$ cat config.mk
export PLATFORM = sky130hd
export DESIGN_NAME = pll_reconfig_seq
export DESIGN_NICKNAME = d
export VERILOG_FILES = /design/src/rtl/pll_reconfig_seq.sv
export SDC_FILE = /design/constraint.sdc
export NUM_CORES = 1
export LEC_CHECK = 0
export CORE_MARGIN = 2
export CORE_UTILIZATION = 65
export CTS_BUF_LIST = sky130_fd_sc_hd__clkbuf_8
export DETAILED_ROUTE_END_ITERATION = 12
export DONT_BUFFER_PORTS = 1
export PLACE_DENSITY = 0.87
export SLEW_MARGIN = 15
export SYNTH_ARGS = -nofsm -noshare
export SYNTH_HDL_FRONTEND = slang
export SYNTH_SLANG_ARGS = --single-unit
$ cat constraint.sdc
create_clock -name clk -period 5.7 [get_ports clk]
set_input_delay 0.285 -clock clk [delete_from_list [all_inputs] [get_ports clk]]
set_output_delay 0.285 -clock clk [all_outputs]
set_load 0.05 [all_outputs]
$ cat src/rtl/pll_reconfig_seq.sv
// Sequencer for the pll_cfg Avalon-MM management port: writes one frequency entry,
// applies it, pulses the PLL reset and waits (bounded) for lock.
module pll_reconfig_seq #(
  parameter logic [31:0] N_VALUE      = 32'h00010000,
  parameter logic [31:0] CP_VALUE     = 32'd1,
  parameter logic [31:0] BW_VALUE     = 32'd7,
  parameter int          GAP_CYCLES   = 7,
  parameter int          RST_CYCLES   = 8,
  parameter int          LOCK_TIMEOUT = 1000000
) (
  input  logic        clk,
  input  logic        reset,
  input  logic        start,
  input  logic [31:0] m_val,
  input  logic [31:0] k_val,
  input  logic [31:0] c0_val,
  input  logic        locked,
  input  logic        mgmt_waitrequest,
  output logic        mgmt_write,
  output logic [5:0]  mgmt_address,
  output logic [31:0] mgmt_writedata,
  output logic        pll_reset,
  output logic        busy,
  output logic        done,
  output logic        lock_err
);

  localparam logic [7:0]  GAP_LD   = 8'(GAP_CYCLES);
  localparam logic [7:0]  RST_LD   = 8'(RST_CYCLES);
  localparam logic [23:0] TMO      = 24'(LOCK_TIMEOUT);
  localparam logic [2:0]  LAST_IDX = 3'd7;

  typedef enum logic [2:0] {
    IDLE  = 3'd0,
    WRITE = 3'd1,
    GAP   = 3'd2,
    PRST  = 3'd3,
    WLOCK = 3'd4
  } state_t;

  state_t      state_q, state_d;
  logic [2:0]  idx_q, idx_d;
  logic [7:0]  cnt_q, cnt_d;
  logic [23:0] timer_q, timer_d;
  logic        pend_q, pend_d;
  logic        err_q, err_d;
  logic [31:0] m_q, k_q, c0_q;
  logic [5:0]  addr_q;
  logic [31:0] data_q;
  logic        load_wr;
  logic        done_c;
  logic        tmo_c;

  function automatic logic [5:0] tbl_addr(input logic [2:0] i);
    case (i)
      3'd0:    tbl_addr = 6'd0;
      3'd1:    tbl_addr = 6'd4;
      3'd2:    tbl_addr = 6'd7;
      3'd3:    tbl_addr = 6'd3;
      3'd4:    tbl_addr = 6'd5;
      3'd5:    tbl_addr = 6'd9;
      3'd6:    tbl_addr = 6'd8;
      default: tbl_addr = 6'd2;
    endcase
  endfunction

  function automatic logic [31:0] tbl_data(input logic [2:0] i, input logic [31:0] m,
                                           input logic [31:0] k, input logic [31:0] c0);
    case (i)
      3'd1:    tbl_data = m;
      3'd2:    tbl_data = k;
      3'd3:    tbl_data = N_VALUE;
      3'd4:    tbl_data = c0;
      3'd5:    tbl_data = CP_VALUE;
      3'd6:    tbl_data = BW_VALUE;
      default: tbl_data = 32'd0;
    endcase
  endfunction

  always_comb begin
    state_d = state_q;
    idx_d   = idx_q;
    cnt_d   = cnt_q;
    timer_d = timer_q;
    pend_d  = pend_q;
    err_d   = err_q;
    load_wr = 1'b0;
    done_c  = 1'b0;
    tmo_c   = 1'b0;
    case (state_q)
      IDLE: begin
        if (start || pend_q) begin
          state_d = WRITE;
          idx_d   = 3'd0;
          pend_d  = 1'b0;
          err_d   = 1'b0;
          load_wr = 1'b1;
        end
      end
      WRITE: begin
        // a restart here is deferred so the current handshake is never cut short
        if (start) pend_d = 1'b1;
        if (!mgmt_waitrequest) begin
          state_d = GAP;
          cnt_d   = GAP_LD;
        end
      end
      GAP: begin
        if (start || (cnt_q <= 8'd1 && pend_q)) begin
          state_d = WRITE;
          idx_d   = 3'd0;
          pend_d  = 1'b0;
          load_wr = 1'b1;
        end else if (cnt_q <= 8'd1) begin
          if (idx_q == LAST_IDX) begin
            state_d = PRST;
            cnt_d   = RST_LD;
          end else begin
            state_d = WRITE;
            idx_d   = idx_q + 3'd1;
            load_wr = 1'b1;
          end
        end else begin
          cnt_d = cnt_q - 8'd1;
        end
      end
      PRST: begin
        if (start) begin
          state_d = WRITE;
          idx_d   = 3'd0;
          load_wr = 1'b1;
        end else if (cnt_q <= 8'd1) begin
          state_d = WLOCK;
          timer_d = 24'd0;
        end else begin
          cnt_d = cnt_q - 8'd1;
        end
      end
      WLOCK: begin
        // timer_q == 0 marks the blanking cycle right after pll_reset falls
        if (timer_q != 24'd0 && locked) begin
          done_c = 1'b1;
        end else if (timer_q >= TMO) begin
          done_c = 1'b1;
          tmo_c  = 1'b1;
        end
        if (done_c) begin
          state_d = IDLE;
          pend_d  = start;
          if (tmo_c) err_d = 1'b1;
        end else if (start) begin
          state_d = WRITE;
          idx_d   = 3'd0;
          load_wr = 1'b1;
        end else if (timer_q != 24'hFFFFFF) begin
          timer_d = timer_q + 24'd1;
        end
      end
      default: state_d = IDLE;
    endcase
  end

  always_ff @(posedge clk) begin
    if (reset) begin
      state_q <= IDLE;
      idx_q   <= 3'd0;
      cnt_q   <= 8'd0;
      timer_q <= 24'd0;
      pend_q  <= 1'b0;
      err_q   <= 1'b0;
      m_q     <= 32'd0;
      k_q     <= 32'd0;
      c0_q    <= 32'd0;
      addr_q  <= 6'd0;
      data_q  <= 32'd0;
    end else begin
      state_q <= state_d;
      idx_q   <= idx_d;
      cnt_q   <= cnt_d;
      timer_q <= timer_d;
      pend_q  <= pend_d;
      err_q   <= err_d;
      if (start) begin
        m_q  <= m_val;
        k_q  <= k_val;
        c0_q <= c0_val;
      end
      if (load_wr) begin
        addr_q <= tbl_addr(idx_d);
        data_q <= tbl_data(idx_d, m_q, k_q, c0_q);
      end
    end
  end

  assign mgmt_write     = (state_q == WRITE);
  assign mgmt_address   = addr_q;
  assign mgmt_writedata = data_q;
  assign pll_reset      = (state_q == PRST);
  assign done           = done_c;
  assign busy           = (state_q != IDLE) && !done_c;
  assign lock_err       = err_q || tmo_c;

endmodule

After elaboration in Yosys (flattened, before gate mapping)
Cells that the tools add are included.
Word-level totals
  flip-flop bits (word level): 174
  latch bits: 0
  RAM bits: 0
  ROM bits: 0
  input bits: 101
  logic and storage cells: 119
  memories kept: 0
Operators by class
  add/subtract/negate cells: 3
  multipliers: 0
  divide/modulo/power cells: 0
  $lt $le $gt $ge: 2
  eq/ne operators: 29
  shift-type cells: 0
  muxes and demuxes: 54
  bitwise operators: 0
  reduce and logical (&&, ||, !) cells: 20
Operators by type and width (count)
  one-hot mux 32 bit (6 select lines): 1
  2-to-1 mux 24 bit: 5
  2-to-1 mux 8 bit: 6
  one-hot mux 24 bit (2 select lines): 1
  2-to-1 mux 3 bit: 14
  one-hot mux 4 bit (7 select lines): 1
  adder 24 x 1 -> 24 bit, second input constant: 1
  >= comparator 24 x 20 -> 1 bit, second input constant: 1
  != test 24 bit, second input constant: 1
  one-hot mux 8 bit (3 select lines): 1
  nonzero test 24 bit: 1
  != test 2 bit, second input constant: 11
  2-to-1 mux 1 bit: 19
  equality test 3 bit, second input constant: 5
  one-hot mux 3 bit (5 select lines): 1
  equality test 3 x 2 -> 1 bit, second input constant: 4
  one-hot mux 3 bit (4 select lines): 1
  AND reduction 6 bit: 2
  AND reduction 5 bit: 2
  != test 3 bit, second input constant: 3
  less-or-equal comparator 8 x 1 -> 1 bit, second input constant: 1
  one-hot mux 1 bit (4 select lines): 2
  subtractor 8 x 1 -> 8 bit, second input constant: 1
  equality test 3 x 1 -> 1 bit, second input constant: 2
  other kinds (13): 21

Depth between registers and ports, before layout
  depth after elaboration: 8
  depth in mapped cells: 13

Worst setup path before layout
Ideal clock, no wire load.
  path kind: register to register
  start point: reg cnt_q[0]
  end point: reg data_q[10] (netlist: mgmt_writedata[10])
  setup time: 0.117 ns
  arrival time: 2.600 ns
  slack: 2.983 ns
  stages on the path, launching flop included: 14
  period minus slack after synthesis: 2.717 ns
  cell sequence: dfxtp_1 > inv_1 > ha_1 > or2_1 > and3_1 > buf_4 > a21oi_1 > a32o_2 > a21o_1 > buf_2 > buf_1 > nor3b_1 > a221o_1 > a22o_1
Between the ends
  longest elaborated chain between the ends: 7
  elaborated cells on any way between the ends: 16
  those cells by class: 1 x order compare; 6 x eq/ne; 7 x mux; 2 x reduce/logical
Ends and longest elaborated chain
  start: declaration: RTL line 43  | logic [7:0] cnt_q, cnt_d;
  start signal: assignment: RTL line 179  | cnt_q <= cnt_d;
  less-or-equal comparator 8 x 1 -> 1 bit (*): RTL line 109, 114
  logical AND 1 bit: RTL line 109  | if (start || (cnt_q <= 8'd1 && pend_q)) begin
  logical OR 1 bit: RTL line 109
  2-to-1 mux 3 bit: RTL line 109
  one-hot mux 3 bit (4 select lines): RTL line 90  | case (state_q)
  equality test 3 bit, or another cell as far along: RTL line 69  | case (i)
  one-hot mux 32 bit (6 select lines): RTL line 69
  end signal: assignment: RTL line 190  | data_q <= tbl_data(idx_d, m_q, k_q, c0_q);
  end: declaration: RTL line 49  | logic [31:0] data_q;
Mark *: on every way between the ends. The rest lies on a longest branch, timed or not.
A chain may end at the register's enable or synchronous reset.

Final worst setup path
  start point: reg timer_q[18]
  end point: reg data_q[17] (netlist: mgmt_writedata[17])
Between the ends
  longest elaborated chain between the ends: 8
  elaborated cells on any way between the ends: 17
  those cells by class: 1 x order compare; 6 x eq/ne; 8 x mux; 2 x reduce/logical
Ends and longest elaborated chain
  start: declaration: RTL line 44  | logic [23:0] timer_q, timer_d;
  start signal: assignment: RTL line 180  | timer_q <= timer_d;
  >= comparator 24 x 20 -> 1 bit / nonzero test 24 bit (equally long branches): RTL line 143, 141
  2-to-1 mux 1 bit / logical AND 1 bit (equally long branches): RTL line 143, 141
  2-to-1 mux 1 bit (*): RTL line 141  | if (timer_q != 24'd0 && locked) begin
  2-to-1 mux 1 bit (*): RTL line 90
  2-to-1 mux 3 bit: RTL line 147  | if (done_c) begin
  one-hot mux 3 bit (4 select lines): RTL line 90
  equality test 3 bit, or another cell as far along: RTL line 69
  one-hot mux 32 bit (6 select lines): RTL line 69
Mark *: on every way between the ends. The rest lies on a longest branch, timed or not. The select of a mux whose other input is x is not followed.

==> metrics <==
status=finished clean; post-DP HPWL=11,670 um; Max Cap Viol=0; top cell type by total area after synthesis=dfxtp_1; share of cells above drive strength 1=6.667%; Layout Skew=0.02315 ns; peak fanout along the critical path=34; Worst EP required=6.05 ns; Final min period=3.909 ns; Main synth FF type=dfxtp_1; Chip Width=112.6 um; count leader, synth=dfxtp_1; Final nets=978; syn avg cell area=9.628 um2; largest net degree at the start of global routing=114; H-tree lvl count=4; Power per Cell Area=307.3 mW/mm2; Max VDD drop=365.5 uV; Hold Path Class=in -> reg; Worst path top cell family by delay=compound AO/OA/AOI/OAI gates; vias in the first global route=6,692; sequential fraction of the synthesis area=44.93%; crit path kind=reg -> reg; top cells by area, synth=dfxtp_1 (45%), mux2i_1 (13%), nor2_1 (7.5%); Die ar.=0.01267 mm2; maximum clock frequency=0.2558 GHz; routability-driven placement congestion ratio=0.9500; CORE AREA=0.01147 mm2; Num CTS Buffers=17; GRT overflow=0; Initial Util=66.83%; CP max stage delay=0.72 ns; top-area cell type share of the netlist area=44.93%; RSZ-0062 raised after global routing=no; Final Util=79.50%; row cnt=39; CP Launch Type=flop; total clock sinks=172; DRT iter0 DRCs=899; synth unique cells=73; Yosys reg bits=172; Crit-path slowest cell=o211a_1; DRC viols=0; IO Pins=144; root buffer cell=clkbuf_8; Mapped Area=0.007664 mm2; commonest cells in the netlist=dfxtp_1 (172), nor2_1 (153), mux2i_1 (96); Setup-failing EPs final=0; Crit. End Element=flop; IO Port Bufs=0; Worst slew margin=16.84%; TritonCTS clock tree=yes; Reg clk slew, reported paths=0.09 ns; Post-synth ARST share=0%; cells after synthesis=796; number of gates resized after cts=0; clk_lat worst skew=0.47 ns; Lkg Pwr=3.681 nW; die height=112.6 um; Yosys warnings=0; Vias per Instance=6.639; total track usage=36.67%; ANT nets after route=0; initial antenna violation count=2; critical path arrival=4.26 ns; actual slew at the worst max-slew pin=1.247 ns; final wirelength=23,990 um; final setup TNS=0 ns; final max-slew violation count=0; detailed-route via count=6,838; area grow syn2layout=18.96%; Final Hold Fails=0; drt first pass iters=6; Clock Tree Buf Depth=2; number of synthesized flops with an enable pin=0; CP Buf/Inv Count=1; first-pass GRT wire length=36,250 um; crit-path cells=nand4_2 > nor3_1 > a211oi_2 > a21oi_4 > a21o_1 > buf_4 > nand2_1 > o211a_1 > a22o_1; Wirelength per Cell=23.29 um; Tcrit/Tclk final=68.58%
worst paths after layout:
check / startpoint / end / slack, ns / depth (start not counted)
min reg2reg: err_q / err_q / 0.48 / 2
max: timer_q[18] / mgmt_writedata[17] / 1.79 / 9
min: start / k_q[9] / 0.02 / 2
max reg2reg: timer_q[18] / mgmt_writedata[17] / 1.79 / 9
power breakdown:
group	switching, mW	internal [mW]	leakage [nW]
sequential	0.0807	1.27	1.41
clock	0.480	0.424	0.208
combinational	0.337	0.214	2.07
total	0.898	1.90	3.68
layout make-up:
cell class / instances / area [um2]
diodes: 2 / 5.005
multi-input cells: 553 / 3859
inverters: 16 / 60.06
well taps: 143 / 178.9
flip-flops and latches: 172 / 3443
clock buffers: 19 / 261.5
clock inverters: 13 / 160.2
fillers: 655 / 2351
repair buffers: 112 / 1149
layout by cell type, fill, tap and decap left out, types with 3 or more instances in the layout:
| master | synthesis | final |
|---|---|---|
| buf_4 | 3 | 4 |
| clkinv_4 | 0 | 3 |
| a31oi_1 | 5 | 5 |
| xnor2_1 | 9 | 9 |
| clkbuf_8 | 0 | 19 |
| dfxtp_1 | 172 | 172 |
| dlygate4sd3_1 | 0 | 105 |
| a211oi_1 | 6 | 6 |
| nand3_1 | 15 | 15 |
| xor2_1 | 13 | 13 |
| nor2_1 | 153 | 152 |
| a22oi_1 | 3 | 3 |
| mux2i_1 | 96 | 96 |
| nand2_1 | 24 | 24 |
| ha_1 | 5 | 5 |
| nor3_1 | 23 | 23 |
| nand2b_1 | 5 | 5 |
| a221o_1 | 28 | 28 |
| nand4_1 | 9 | 9 |
| and3_1 | 5 | 5 |
| o21a_1 | 4 | 4 |
| a21o_1 | 5 | 5 |
| o2bb2ai_1 | 3 | 3 |
| nor4_1 | 5 | 5 |
| nor3b_1 | 29 | 29 |
| o21ai_0 | 10 | 10 |
| inv_6 | 0 | 3 |
| a21oi_1 | 15 | 15 |
| a22o_1 | 35 | 35 |
| inv_1 | 16 | 16 |
repair_timing:
| action | CTS | global route |
|---|---|---|
| setup buffers | 0 | 0 |
| hold endpoints to repair | 113 | 4 |
| hold buffers | 105 | 3 |
through the flow:
step,setup WS (ns),instances,hold WS (ns),area [um2],power [mW]
CTS,1.974,1025,0.0004278,9081,2.747
finish,1.791,1030,0.02233,9116,2.802
floorplan,2.983,797,0.4312,7667,1.739
global placement,2.135,888,0.3654,7571,1.759
detailed placement,1.978,888,0.3712,7571,1.785
global route,1.652,1030,0.001083,9116,2.889
routing by layer:
metal | up-vias | wire [um] | global-route usage [%]
met5 | - | 0 | 0
met4 | 0 | 1099 | 17.64
met3 | 97 | 2296 | 10.31
met2 | 432 | 11710 | 60.56
met1 | 3293 | 8887 | 44.18
li1 | 3016 | - | -
cell families (layout without fill, tap and decap cells):
group | count (synthesis) | count (layout) | share of synthesized area [%]
AND/OR/NAND/NOR | 287 | 287 | 18.35
flip-flops | 172 | 172 | 44.93
AO/OA/AOI/OAI | 140 | 140 | 15.71
multiplexers | 97 | 97 | 12.83
buffers and inverters | 72 | 160 | 4.800
XOR/XNOR | 22 | 22 | 2.514
adder cells (fa/ha/maj) | 5 | 5 | 0.8163
other | 1 | 4 | 0.04893
registers in the layout (all words and copies together) (netlist names):
register / cells
m_q: 32
timer_q: 24
c0_q: 32
state_q: 3
k_q: 32
mgmt_address: 4
idx_q: 3
err_q: 1
pend_q: 1
cnt_q: 8
mgmt_writedata: 32
worst reg2reg max path, stage by stage (launching register included):
cell      delay, ns
dfxtp_1        0.44
nand4_2        0.16
nor3_1         0.41
a211oi_2       0.18
a21oi_4        0.71
a21o_1         0.22
buf_4          0.39
nand2_1        0.15
o211a_1        0.72
a22o_1         0.41
Power figures use the tool's default switching activity.
